**config.mk**
```make
export PLATFORM = sky130hd
export DESIGN_NAME = instr_fetch_unit
export DESIGN_NICKNAME = d
export VERILOG_FILES = /design/src/rtl/instr_fetch_unit.sv
export SDC_FILE = /design/constraint.sdc
export NUM_CORES = 1
export LEC_CHECK = 0
export ABC_AREA = 1
export ABC_CLOCK_PERIOD_IN_PS = 4100
export CAP_MARGIN = 20
export CORE_UTILIZATION = 51
export DETAILED_ROUTE_END_ITERATION = 8
export PLACE_DENSITY = 0.78
export SLEW_MARGIN = 10
export SYNTH_ARGS = -nofsm -noshare
export SYNTH_HDL_FRONTEND = slang
export SYNTH_SLANG_ARGS = --single-unit
```
**constraint.sdc**
```tcl
create_clock -name clk -period 4.1 [get_ports clk]
set_clock_uncertainty 0.05 [all_clocks]
set_input_delay 0.82 -clock clk [delete_from_list [all_inputs] [get_ports clk]]
set_output_delay 0.82 -clock clk [all_outputs]
set_load 0.02 [all_outputs]
```
**src/rtl/instr_fetch_unit.sv**
```systemverilog
// Fetch stage: PC generator feeding a 1-cycle instruction memory, with a FIFO_DEPTH-entry {pc, instr} queue toward decode.
// First instr valid 2 cycles after its issue; if_ready low holds the head and throttles issue; IF_PERF_CNT_EN adds perf counters.
module instr_fetch_unit #(
  parameter logic [31:0] RESET_PC   = 32'h0000_0000,
  parameter int          FIFO_DEPTH = 2
) (
  input  logic        clk,
  input  logic        reset,
  output logic [31:0] imem_add,
  input  logic [31:0] imem_rdata,
  output logic [3:0]  imem_wen,
  output logic [31:0] imem_wdata,
  input  logic        fetch_en,
  input  logic        redir_valid,
  input  logic [31:0] redir_pc,
  output logic        if_valid,
  input  logic        if_ready,
  output logic [31:0] if_instr,
  output logic [31:0] if_pc
`ifdef IF_PERF_CNT_EN
  ,
  output logic [31:0] perf_fetch_cnt,
  output logic [31:0] perf_stall_cnt
`endif
);

  localparam int          PW         = (FIFO_DEPTH > 1) ? $clog2(FIFO_DEPTH) : 1;
  localparam int          CW         = $clog2(FIFO_DEPTH + 1);
  localparam logic [31:0] RESET_PC_W = {RESET_PC[31:2], 2'b00};

  typedef struct packed {
    logic [31:0] pc;
    logic [31:0] instr;
  } fetch_entry_t;

  logic [31:0]   pc_q;
  logic [31:0]   inflight_pc_q;
  logic          inflight_q;
  fetch_entry_t  fifo_q [FIFO_DEPTH];
  logic [PW-1:0] rd_ptr_q;
  logic [PW-1:0] wr_ptr_q;
  logic [CW-1:0] count_q;

  logic          push;
  logic          pop;
  logic          issue;
  logic [CW:0]   occupancy;

  function automatic logic [PW-1:0] ptr_inc(input logic [PW-1:0] p);
    return (p == PW'(FIFO_DEPTH - 1)) ? '0 : p + PW'(1);
  endfunction

  assign imem_add   = pc_q;
  assign imem_wen   = 4'b0000;
  assign imem_wdata = 32'd0;

  assign if_valid = (count_q != '0) & ~redir_valid;
  assign if_pc    = fifo_q[rd_ptr_q].pc;
  assign if_instr = fifo_q[rd_ptr_q].instr;

  assign pop  = if_valid & if_ready;
  assign push = inflight_q & ~redir_valid;

  // Reserve a slot for the outstanding read so its response can never overflow the queue.
  assign occupancy = (CW+1)'(count_q) + (CW+1)'(inflight_q) - (CW+1)'(pop);
  assign issue     = fetch_en & ~redir_valid & (occupancy < (CW+1)'(FIFO_DEPTH));

  always_ff @(posedge clk) begin
    if (reset) begin
      pc_q          <= RESET_PC_W;
      inflight_q    <= 1'b0;
      inflight_pc_q <= 32'd0;
      rd_ptr_q      <= '0;
      wr_ptr_q      <= '0;
      count_q       <= '0;
      for (int i = 0; i < FIFO_DEPTH; i++) fifo_q[i] <= '0;
    end else if (redir_valid) begin
      pc_q       <= {redir_pc[31:2], 2'b00};
      inflight_q <= 1'b0;
      rd_ptr_q   <= '0;
      wr_ptr_q   <= '0;
      count_q    <= '0;
    end else begin
      inflight_q <= issue;
      if (issue) begin
        pc_q          <= pc_q + 32'd4;
        inflight_pc_q <= pc_q;
      end
      if (push) begin
        fifo_q[wr_ptr_q] <= {inflight_pc_q, imem_rdata};
        wr_ptr_q         <= ptr_inc(wr_ptr_q);
      end
      if (pop) rd_ptr_q <= ptr_inc(rd_ptr_q);
      if (push & ~pop)      count_q <= count_q + CW'(1);
      else if (pop & ~push) count_q <= count_q - CW'(1);
    end
  end

`ifdef IF_PERF_CNT_EN
  always_ff @(posedge clk) begin
    if (reset) begin
      perf_fetch_cnt <= 32'd0;
      perf_stall_cnt <= 32'd0;
    end else begin
      if (push)                 perf_fetch_cnt <= perf_fetch_cnt + 32'd1;
      if (if_valid & ~if_ready) perf_stall_cnt <= perf_stall_cnt + 32'd1;
    end
  end
`endif

  overflow_chk: assert property (@(posedge clk) disable iff (reset)
    !(push && !pop && (count_q == CW'(FIFO_DEPTH))));

endmodule
```
==> impl_metrics.py <==
metrics = {
    "cts": {
        "cts.path.max_buffers": 2,
        "postCtsHoldBufs": 0,
        "cts_tree": "yes",
        "htree_levels": 4,
        "clock-sinks": 190,
        "cts_resized": 0,
        "post_cts_buffers": 0,
        "clock_latency_ns": 0.42,
        "cts_buffers": 17,
        "clk_pin_slew_ns": 0.07,
        "root_buffer": "clkbuf_16",
    },
    "power_and_ir_drop": {
        "p_seq_share_pct": 51.8,
        "p_per_area_nw_per_um2": 368,
        "power_leakage_nw": 4.59,
        "p_total_mw": 4.20,
        "p_int_mw": 3.15,
        "comb_power_share_pct": 12.2,
        "power.switching_mw": 1.05,
        "pwr-share-clk_pct": 36.0,
        "netSwitchingFraction_pct": 25.0,
        "irDropWorstVdd_uv": 292,
    },
    "cells_and_area": {
        "final_cell_mix": "nor2_1, clkdlybuf4s50_1, nand2_1",
        "nets": 1225,
        "stdcell_count": 1390,
        "fin_area_sq_um": 11400,
        "syn_to_final_growth_pct": 24.4,
        "n_antenna_cell": 0,
        "fillers": 1421,
        "mostFrequentLayoutCell": "nor2_1",
        "drive_gt1_share_pct": 12.3,
    },
    "global_routing": {
        "antenna_found_initial": 0,
        "grtUsageTotal_pct": 21.6,
        "overflow": 0,
        "grt_pass1_wl_um": 30900,
        "use_met1_pct": 27.3,
        "grt_max_degree": 63,
        "use_met2_pct": 37.6,
        "top_usage_layer": "met2",
        "grt_pass1_vias": 6417,
        "gr-usage-met3_pct": 4.10,
    },
    "sta": {
        "tightest_slew_ns": 0.705,
        "finalSetupTns_ns": 0,
        "fmax_mhz": 282,
        "hold_viol_final": 0,
        "final-setup-viol-count": 0,
        "rsz0062_at_grt": "no",
        "relSlewSlack_pct": 53.0,
        "period_share_pct": 86.5,
        "timing.final.crit_period_ns": 3.54,
        "slew_violations": 0,
    },
    "placed_design": {
        "gp_congestion": 0.892,
        "place_area_sq_um": 10900,
        "hpwlAfterDp_um": 13300,
        "placed_cells": 1358,
        "io_buffers": 159,
    },
    "yosys": {
        "ys_async_sr_fraction_pct": 0,
        "synth-edff-count": 124,
        "yosysWarnings": 0,
        "synth_top_family_by_area": "simple AND/OR/NAND/NOR gates",
        "synthDistinctLibCells": 34,
        "muxShareOfSynthArea_pct": 7.61,
        "synthSimpleGateAreaFrac_pct": 19.5,
        "synth-xor-area-share_pct": 0.477,
        "synth_compound_area_share_pct": 5.37,
        "synth_flop_cell": "edfxtp_1",
        "avgSynthCellArea_sq_um": 9.17,
        "syn_area_sq_um": 9170,
        "synth_adder_area_share_pct": 0.627,
        "synthCells": 1000,
        "ys_seq_area_share_pct": 55.0,
        "synth_seq_cells": 190,
    },
    "floorplanning": {
        "rows": 48,
        "initial_core_util_pct": 52.7,
        "die_height_um": 136,
        "io-pin-count": 202,
        "die_x_um": 136,
        "dieArea_sq_um": 18500,
        "core_sq_um": 17400,
    },
    "setup_path": {
        "cp.required_ns": 4.35,
        "cp-start-kind": "primary input",
        "worstSetupPathType": "primary input to flip-flop",
        "worst_setup_path_end_kind": "flip-flop",
        "crit_start": "redir_valid",
        "arrival_ns": 3.79,
        "r2r_start": "count_q[1]",
        "crit_fanout": 12,
        "rr_worst_depth": 15,
    },
    "flow_run": {
        "maxCapViolCount": 0,
    },
    "worst_hold_path": {
        "worstHoldPathCells": 2,
        "min_from": "inflight_pc_q[18]",
        "hold_class": "flip-flop to flip-flop",
    },
    "route": {
        "drt_pass1_iterations": 5,
        "drt_iter0_markers": 371,
        "via_count": 6865,
        "ant_nets": 0,
        "drc": 0,
        "routed_wl_um": 19600,
        "routed_via_density": 4.94,
        "routedWlPerCell_um": 14.1,
    },
    "outcome": {
        "status": "complete, no violations",
    },
}
-- cells by family (layout without fill, tap and decap cells) --
| family | after synthesis | in the layout |
|---|---|---|
| XOR/XNOR | 5 | 5 |
| multiplexers | 62 | 62 |
| AND/OR/NAND/NOR | 436 | 436 |
| AO/OA/AOI/OAI | 80 | 80 |
| other | 1 | 40 |
| flip-flops | 190 | 190 |
| adder cells (fa/ha/maj) | 4 | 4 |
| buffers and inverters | 222 | 348 |
-- critical path: stages --
cell and delay, ns:
clkdlybuf4s50_1 0.42, a21oi_1 0.18, nand2_1 0.14, inv_1 0.08
ha_1 0.22, inv_1 0.06, nand2_1 0.06, fa_1 0.43
nand2_1 0.12, nor2_2 0.06, nand2_2 0.25, clkinv_1 0.44
buf_4 0.32, a21oi_1 0.13, nor2_1 0.05
-- cells in the mapped netlist, types with 2 or more instances --
library cell,n,share of area [%]
a211oi_1,4,0.33
a31oi_1,2,0.14
nand4_1,3,0.20
nor2_4,3,0.37
buf_4,40,3.3
a211oi_2,9,1.2
clkbuf_1,19,0.78
dfxtp_1,66,14
nor2_1,195,8.0
clkinv_1,2,0.082
mux2_2,62,7.6
ha_1,3,0.41
inv_1,138,5.6
a21oi_1,31,1.7
nand3_1,60,3.3
o21ai_0,28,1.5
edfxtp_1,124,41
buf_6,5,0.61
xor2_1,5,0.48
o211ai_1,2,0.16
buf_2,17,0.93
nand2_2,4,0.27
nand2_1,157,6.4
nand3b_1,2,0.16
nor2_2,10,0.68
-- registers in the layout, summed over array words and instances (netlist names), named ones only --
signal,count
wr_ptr_q,1
rd_ptr_q,1
inflight_q,1
inflight_pc_q,30
fifo_q,124
count_q,2
imem_add,30
-- power groups by stage --
stage	sequential, mW	clock (mW)	combinational (mW)
5_1_grt	2.18	1.61	0.558
3_5_place_dp	2.21	0	0.510
4_1_cts	2.17	1.54	0.514
3_3_place_gp	2.21	0	0.503
6_report	2.17	1.51	0.512
2_1_floorplan	2.22	0	0.306
-- metrics by stage --
stage	hold WS [ns]	utilization (%)	setup slack (ns)
2_1_floorplan	0.389	-	0.841
3_3_place_gp	0.403	62.4	0.251
3_5_place_dp	0.421	62.4	0.193
4_1_cts	0.422	65.5	0.615
5_1_grt	0.436	65.5	0.406
6_report	0.419	65.5	0.555
-- area by class of cell --
class / count / area, sq um / area share [%]
clock buffers: 18 / 450 / 3.95
clock inverters: 14 / 90.1 / 0.790
well taps: 225 / 282 / 2.47
multi-input cells: 627 / 3250 / 28.5
repair buffers: 175 / 1760 / 15.4
flip-flops and latches: 190 / 5050 / 44.2
inverters: 141 / 529 / 4.64
-- worst paths after layout --
path         slack, ns           endpoint
max reg2reg       0.89        imem_add[8]
max               0.56        imem_add[8]
min reg2reg       0.42  inflight_pc_q[18]
min               0.42  inflight_pc_q[18]
-- metal layers --
metal | share of wire, % | vias up
met5 | 0 | -
met4 | 1.5 | 0
met3 | 6.7 | 26
li1 | - | 3434
met2 | 49 | 256
met1 | 43 | 3149
No activity file was read; power rests on OpenSTA's default activity.
